### src/rtl/decoder_scan_seq_if.sv
// Control/status bundle between a scan controller and decoder_scan_seq.
// The slave side is the sequencer; the master side is whoever requests scans.
interface decoder_scan_seq_if #(
   parameter int unsigned DWELL_W = 8
);
   logic               start;
   logic               stop;
   logic               mode;
   logic [5:0]         first;
   logic [5:0]         last;
   logic [DWELL_W-1:0] dwell;
   logic               en;
   logic [5:0]         A;
   logic               busy;
   logic               done;
   logic               wrap;

   modport master (
      output start, stop, mode, first, last, dwell,
      input  en, A, busy, done, wrap
   );

   modport slave (
      input  start, stop, mode, first, last, dwell,
      output en, A, busy, done, wrap
   );
endinterface

### src/rtl/decoder_scan_seq.sv
// Address scan sequencer feeding a 6-to-64 decoder: steps A through a wrap-capable range,
// holding each address dwell+1 cycles, single-pass or continuous.
module decoder_scan_seq #(
   parameter int unsigned DWELL_W = 8
) (
   input logic                  clk,
   input logic                  rst_n,
   decoder_scan_seq_if.slave    bus
);

   localparam logic [0:0] StIdle   = 1'b0;
   localparam logic [0:0] StActive = 1'b1;

   logic [0:0]         state_q, state_d;
   logic               en_q, en_d;
   logic [5:0]         a_q, a_d;
   logic               done_q, done_d;
   logic               wrap_q, wrap_d;
   logic               mode_q, mode_d;
   logic [5:0]         first_q, first_d;
   logic [5:0]         last_q, last_d;
   logic [DWELL_W-1:0] dwell_q, dwell_d;
   logic [DWELL_W-1:0] cnt_q, cnt_d;

   always_comb begin
      state_d = state_q;
      en_d    = en_q;
      a_d     = a_q;
      done_d  = 1'b0;
      wrap_d  = 1'b0;
      mode_d  = mode_q;
      first_d = first_q;
      last_d  = last_q;
      dwell_d = dwell_q;
      cnt_d   = cnt_q;

      unique case (state_q)
         StIdle: begin
            en_d = 1'b0;
            // stop in IDLE vetoes a simultaneous start
            if (bus.start && !bus.stop) begin
               mode_d  = bus.mode;
               first_d = bus.first;
               last_d  = bus.last;
               dwell_d = bus.dwell;
               a_d     = bus.first;
               cnt_d   = bus.dwell;
               en_d    = 1'b1;
               state_d = StActive;
            end
         end
         StActive: begin
            if (bus.stop) begin
               en_d    = 1'b0;
               state_d = StIdle;
            end else if (cnt_q != '0) begin
               cnt_d = cnt_q - 1'b1;
            end else if (a_q != last_q) begin
               // 6-bit add wraps 63 -> 0 for ranges with first > last
               a_d   = a_q + 6'd1;
               cnt_d = dwell_q;
            end else if (mode_q) begin
               a_d    = first_q;
               cnt_d  = dwell_q;
               wrap_d = 1'b1;
            end else begin
               en_d    = 1'b0;
               done_d  = 1'b1;
               state_d = StIdle;
            end
         end
         default: begin
            en_d    = 1'b0;
            state_d = StIdle;
         end
      endcase
   end

   always_ff @(posedge clk or negedge rst_n) begin
      if (!rst_n) begin
         state_q <= StIdle;
         en_q    <= 1'b0;
         a_q     <= 6'd0;
         done_q  <= 1'b0;
         wrap_q  <= 1'b0;
         mode_q  <= 1'b0;
         first_q <= 6'd0;
         last_q  <= 6'd0;
         dwell_q <= '0;
         cnt_q   <= '0;
      end else begin
         state_q <= state_d;
         en_q    <= en_d;
         a_q     <= a_d;
         done_q  <= done_d;
         wrap_q  <= wrap_d;
         mode_q  <= mode_d;
         first_q <= first_d;
         last_q  <= last_d;
         dwell_q <= dwell_d;
         cnt_q   <= cnt_d;
      end
   end

   assign bus.en   = en_q;
   assign bus.A    = a_q;
   assign bus.busy = (state_q == StActive);
   assign bus.done = done_q;
   assign bus.wrap = wrap_q;

   // Pulses are exclusive, and en tracks the ACTIVE state exactly.
   a_pulse_excl: assert property (@(posedge clk) disable iff (!rst_n) !(done_q && wrap_q));
   a_en_busy: assert property (@(posedge clk) disable iff (!rst_n)
                               en_q == (state_q == StActive));

endmodule

### src/flat_wrapper.sv
// flat-port wrapper written by rule: the top's interface ports become plain ports
module decoder_scan_seq_flat 
#(
   parameter int unsigned DWELL_W = 8
)
  (clk, rst_n, bus_start, bus_stop, bus_mode, bus_first, bus_last, bus_dwell, bus_en, bus_A, bus_busy, bus_done, bus_wrap);
  decoder_scan_seq_if #(.DWELL_W(DWELL_W)) bus_i ();
  input logic clk;
  input logic rst_n;
  input wire logic [$bits(bus_i.start)-1:0] bus_start;
  input wire logic [$bits(bus_i.stop)-1:0] bus_stop;
  input wire logic [$bits(bus_i.mode)-1:0] bus_mode;
  input wire logic [$bits(bus_i.first)-1:0] bus_first;
  input wire logic [$bits(bus_i.last)-1:0] bus_last;
  input wire logic [$bits(bus_i.dwell)-1:0] bus_dwell;
  output wire logic [$bits(bus_i.en)-1:0] bus_en;
  output wire logic [$bits(bus_i.A)-1:0] bus_A;
  output wire logic [$bits(bus_i.busy)-1:0] bus_busy;
  output wire logic [$bits(bus_i.done)-1:0] bus_done;
  output wire logic [$bits(bus_i.wrap)-1:0] bus_wrap;
  assign bus_i.start = bus_start;
  assign bus_i.stop = bus_stop;
  assign bus_i.mode = bus_mode;
  assign bus_i.first = bus_first;
  assign bus_i.last = bus_last;
  assign bus_i.dwell = bus_dwell;
  assign bus_en = bus_i.en;
  assign bus_A = bus_i.A;
  assign bus_busy = bus_i.busy;
  assign bus_done = bus_i.done;
  assign bus_wrap = bus_i.wrap;
  decoder_scan_seq #(.DWELL_W(DWELL_W)) u_core (.clk(clk), .rst_n(rst_n), .bus(bus_i));
endmodule
### config.mk
export PLATFORM = sky130hd
export DESIGN_NAME = decoder_scan_seq_flat
export DESIGN_NICKNAME = d
export VERILOG_FILES = /design/src/rtl/decoder_scan_seq_if.sv /design/src/rtl/decoder_scan_seq.sv /design/src/flat_wrapper.sv
export SDC_FILE = /design/constraint.sdc
export NUM_CORES = 1
export LEC_CHECK = 0
export BUFFER_PORTS_ARGS = -buffer_cell sky130_fd_sc_hd__buf_4
export CELL_PAD_IN_SITES_DETAIL_PLACEMENT = 1
export CELL_PAD_IN_SITES_GLOBAL_PLACEMENT = 1
export CORE_MARGIN = 2
export CORE_UTILIZATION = 47
export DETAILED_ROUTE_END_ITERATION = 16
export PLACE_DENSITY = 0.82
export SYNTH_ARGS = -nofsm -noshare
export SYNTH_HDL_FRONTEND = slang
export SYNTH_SLANG_ARGS = --single-unit
### constraint.sdc
create_clock -name clk -period 3.79 [get_ports clk]
set_input_delay 0.5685 -clock clk [delete_from_list [all_inputs] [get_ports clk]]
set_output_delay 0.5685 -clock clk [all_outputs]
set_load 0.05 [all_outputs]
### After elaboration in Yosys (flattened, before gate mapping)

Index checks and enable logic that the tools add are counted.

| word-level totals | value |
|---|---|
| flip-flop bits (word level) | 39 |
| bits in latches | 0 |
| RAM bits | 0 |
| memory bits (read-only) | 0 |
| output and inout port bits | 10 |
| memories kept | 0 |

| cells by class | value |
|---|---|
| $add $sub $neg | 2 |
| multipliers | 0 |
| div/mod/pow operators | 0 |
| magnitude comparators | 0 |
| eq/ne operators | 9 |
| shift operators | 0 |
| multiplexer cells | 32 |
| bitwise operators | 1 |
| reductions and logical operators | 7 |

Operators by type and width:

| cell | count |
|---|---|
| $mux W8 | 5 |
| $mux W6 | 5 |
| $mux W1 | 18 |
| $pmux W8 S2 | 1 |
| $ne A3 B3 Y1 const B | 4 |
| $pmux W6 S2 | 1 |
| $reduce_bool A8 Y1 | 1 |
| $sub A8 B1 Y8 const B | 1 |
| $add A6 B1 Y6 const B | 1 |
| $ne A6 B6 Y1 | 1 |
| $reduce_and A3 Y1 | 2 |
| $ne A2 B2 Y1 const B | 2 |
| $ne A4 B4 Y1 const B | 1 |
| $pmux W1 S2 | 2 |
| $reduce_and A4 Y1 | 1 |
| $ne A2 B1 Y1 const B | 1 |
| $reduce_and A2 Y1 | 1 |
| $logic_and A1 B1 Y1 | 1 |
| $logic_not A1 Y1 | 1 |
| $not A1 Y1 | 1 |

### Logic depth before layout (Yosys ltp)

| logic depth | value |
|---|---|
| depth in word-level cells | 5 |
| gate-level depth with buffers | 7 |
| mapped depth without buffers | 7 |

### Least setup slack after synthesis

No wires, ideal clock.

| timing | value |
|---|---|
| path kind | register to register |
| start point | register u_core.a_q[0], in the netlist u_core.bus.A[0] |
| end point | register u_core.a_q[1], in the netlist u_core.bus.A[1] |
| data arrival time | 2.108 ns |
| required time | 3.667 ns |
| slack | 1.559 ns |
| cell stages (with the launch flop) | 7 |
| clock period less this slack | 2.231 ns |
| cells stage by stage | dfrtp_1 -> xnor2_1 -> nand4_1 -> or3_1 -> buf_4 -> mux2_2 -> o221a_2 |

| on the way | value |
|---|---|
| cells in the longest elaborated chain, start to end | 5 |
| elaborated cells on any way between the ends | 8 |
| those cells by class | add/sub: 1; eq/ne: 2; mux: 4; reduce/logical: 1 |

RTL lines:

| what | RTL line | source |
|---|---|---|
| start, declared | decoder_scan_seq.sv:16 | `logic [5:0] a_q, a_d;` |
| start signal, assigned | decoder_scan_seq.sv:83 | `a_q <= 6'd0;` |
| start signal, assigned | decoder_scan_seq.sv:94 | `a_q <= a_d;` |
| $add A6 B1 Y6 / $ne A6 B6 Y1 (equally long branches) | decoder_scan_seq.sv:60, decoder_scan_seq.sv:58 |  |
| $mux W6 | decoder_scan_seq.sv:58 | `end else if (a_q != last_q) begin` |
| $mux W6 | decoder_scan_seq.sv:56 | `end else if (cnt_q != '0) begin` |
| $mux W6 | decoder_scan_seq.sv:53 | `if (bus.stop) begin` |
| $pmux W6 S2 | decoder_scan_seq.sv:37 | `unique case (state_q)` |

Parallel ways exist; a longest one is shown, timed or not. The select of a mux whose other input is x is not followed.
A chain may end at the register's enable or synchronous reset.

### Worst setup path in the final report

| timing | value |
|---|---|
| start point | register u_core.cnt_q[0] |
| end point | register u_core.cnt_q[4] |

| on the way | value |
|---|---|
| cells in the longest elaborated chain, start to end | 4 |
| elaborated cells on any way between the ends | 7 |
| those cells by class | add/sub: 1; eq/ne: 1; mux: 3; reduce/logical: 2 |

RTL lines:

| what | RTL line | source |
|---|---|---|
| start, declared | decoder_scan_seq.sv:23 | `logic [DWELL_W-1:0] cnt_q, cnt_d;` |
| start signal, assigned | decoder_scan_seq.sv:101 | `cnt_q <= cnt_d;` |
| $sub A8 B1 Y8 / $reduce_bool A8 Y1 (equally long branches) | decoder_scan_seq.sv:57, decoder_scan_seq.sv:56 |  |
| $mux W8 | decoder_scan_seq.sv:56 |  |
| $mux W8 | decoder_scan_seq.sv:53 |  |
| $pmux W8 S2 | decoder_scan_seq.sv:37 |  |

Parallel ways exist; a longest one is shown, timed or not. The select of a mux whose other input is x is not followed.

==> impl_metrics.json <==
{
  "cp_cell_sequence": "inv_1, ha_1, or4b_1, or2_0, o21ai_0, o22ai_1, mux2_2",
  "top_layer": "met4",
  "yosysMostFrequentCell": "dfrtp_1",
  "critPathLaunchType": "register",
  "placed_area_sq_um": 2420,
  "maxCapViolCount": 0,
  "synth_fp_nets": 223,
  "die_height_um": 71.1,
  "regArea_sq_um": 976,
  "rrSetupSlack_ns": 1.32,
  "drt_first_pass_iters": 4,
  "reg2reg_from": "u_core.cnt_q[0]",
  "cts_buffer_depth": 2,
  "antenna_left": 0,
  "worst_pin_slew_ns": 0.849,
  "wl_met1_um": 2460,
  "finalCritPeriodShare_pct": 65.0,
  "h-tree-depth": 2,
  "hold_class": "in2async",
  "setup_tns_ns": 0,
  "setup_viol": 0,
  "yosysSeqAreaShare_pct": 46.1,
  "hold_viol_final": 0,
  "synth_area_leader_cell": "dfrtp_1",
  "ir_drop_mv": 0.210,
  "gp_congestion": 0.826,
  "netlist_area_sq_um": 2120,
  "cp_max_fo": 7,
  "area_growth_pct": 18.3,
  "totalWireLength_um": 5390,
  "stdcell_area_sq_um": 2500,
  "multi_input_area_sq_um": 1090,
  "cellLeakagePower_nw": 1.09,
  "p_per_area_nw_per_um2": 502,
  "cpMaxStageDelayCell": "or4b_1",
  "syn_inst": 195,
  "yosys-top-cells-count": "39 x dfrtp_1, 25 x mux2_2, 17 x o21ai_0",
  "cts_tree": "yes",
  "synth_warnings": 0,
  "cts_sinks": 39,
  "cp.arrival_ns": 2.65,
  "clock_latency_ns": 0.30,
  "p_total_w": 0.00126,
  "grt_pass1_wl_um": 9170,
  "n_fill_cell": 484,
  "ys_async_sr_fraction_pct": 100,
  "synth.top_cell.area_share_pct": 46.1,
  "drive_above_1_share_pct": 35.2,
  "cts_resized": 0,
  "timing.hold.ws_ns": 0.233,
  "endpoint_kind": "register",
  "clock.fmax_mhz": 406,
  "grt_max_degree": 40,
  "cts_setup_buffers": 0,
  "dp_hpwl_um": 3930,
  "ctsHoldBuffers": 0,
  "cpPeakStageDelay_ns": 0.56,
  "finalClockSkew_ns": 0.0107,
  "dr_wl_met2_um": 2650,
  "required_ns": 3.97,
  "overflow": 0,
  "die_x_um": 71.1,
  "drv_slew": 0,
  "fin_ws_ns": 1.32,
  "clk_pin_slew_ns": 0.08,
  "rsz0062_at_grt": "no",
  "criticalPathCategory": "reg2reg",
  "pre_cts_ws_ns": 1.36,
  "synth_edf_count": 0,
  "wl_met3_um": 228,
  "drc_errors": 0,
  "cts_buffers": 5,
  "grt_usage_pct": 23.3,
  "startpoint": "u_core.cnt_q[0]",
  "row_count": 24,
  "antenna_found_initial": 0,
  "grt_pass1_vias": 1879,
  "synth_cell_type_count": 42,
  "io_pins": 35,
  "vias": 1679,
  "via_per_inst": 5.89,
  "portBuffers": 34,
  "synth.avg_cell_area_sq_um": 10.9,
  "critPathTopFamily": "simple AND/OR/NAND/NOR gates",
  "synth-seq-cells": 39,
  "core_sq_um": 4350,
  "layout.nets": 260,
  "detail_route.wl_per_cell_um": 18.9,
  "synth-main-ff-cell": "dfrtp_1",
  "start_util_pct": 48.6,
  "first_iter_violations": 111,
  "dieArea_sq_um": 5050,
  "diodes": 0,
  "clockRootBuffer": "clkbuf_8",
  "finalCriticalPeriod_ns": 2.47,
  "slew_headroom_pct": 43.1,
  "cp_num_buf_inv": 1,
  "synth.area.top_cells": "dfrtp_1 46%, mux2_2 13%, o21ai_0 4.0%",
  "status": "finished clean"
}
[metrics by stage]
stage          utilization, %  cells
2_1_floorplan               -    195
3_3_place_gp             55.6    277
3_5_place_dp             55.6    277
4_1_cts                  57.5    285
5_1_grt                  57.5    285
6_report                 57.5    285
[cell type report]
cell class              count  area share (%)
multi-input cells         143            43.4
flip-flops and latches     39            39.0
repair buffers             35            10.5
clock buffers               5            2.75
well taps                  52            2.60
inverters                   8            1.20
clock inverters             3           0.600
[routing by layer]
metal | up-vias | track usage [%]
met5 | - | 0
met4 | 0 | 6.71
met3 | 6 | 4.99
met2 | 41 | 39.0
met1 | 844 | 30.6
li1 | 788 | -
[layout by cell type (no fill, tap or decap), types with 2 or more instances in the layout]
master,netlist,routed
nand4_1,2,2
clkbuf_8,0,5
nand3_1,2,2
xor2_1,6,6
mux2_2,25,25
inv_1,8,8
nor2_1,15,15
o21ai_0,17,17
buf_4,1,35
o221a_2,6,6
a21oi_1,3,3
nand2_1,12,12
xnor2_1,7,7
nor3_1,4,4
dfrtp_1,39,39
o22ai_1,4,4
clkinv_2,0,3
ha_1,3,3
mux2i_1,4,4
or3_1,11,11
[final timing paths]
kind                       cells past startpoint                 to
max                                            7    u_core.cnt_q[4]
min                                            1   u_core.last_q[0]
max reg2reg                                    7    u_core.cnt_q[4]
min reg2reg                                    2  u_core.dwell_q[3]
max in group asynchronous                      1  u_core.dwell_q[0]
min in group clk                               3      u_core.mode_q
[sequential cells by signal (all words and copies together), names as in the netlist]
| name | count |
|---|---|
| u_core.bus.en | 1 |
| u_core.bus.done | 1 |
| u_core.cnt_q | 8 |
| u_core.mode_q | 1 |
| u_core.first_q | 6 |
| u_core.dwell_q | 8 |
| u_core.bus.wrap | 1 |
| u_core.last_q | 6 |
| u_core.bus.busy | 1 |
| u_core.bus.A | 6 |
[logic make-up (layout without fill, tap and decap cells)]
| logic type | Yosys count | after routing | share of synthesized area (%) |
|---|---|---|---|
| muxes | 29 | 29 | 15.2 |
| DFF | 39 | 39 | 46.1 |
| xor gates and xnor gates | 13 | 13 | 5.38 |
| and+or+nand+nor | 58 | 58 | 15.4 |
| adders and majority gates | 3 | 3 | 1.77 |
| AOI/OAI and AO/OA | 40 | 40 | 13.6 |
| buffers and inverters | 13 | 51 | 2.54 |
[power by group]
part / total (W) / leakage [nW] / internal, W / switching (W)
Clock: 0.000274 / 0.0477 / 0.000126 / 0.000148
Sequential: 0.000592 / 0.465 / 0.000492 / 0.0000991
Combinational: 0.000392 / 0.578 / 0.000187 / 0.000204
No activity file was read; power rests on OpenSTA's default activity.
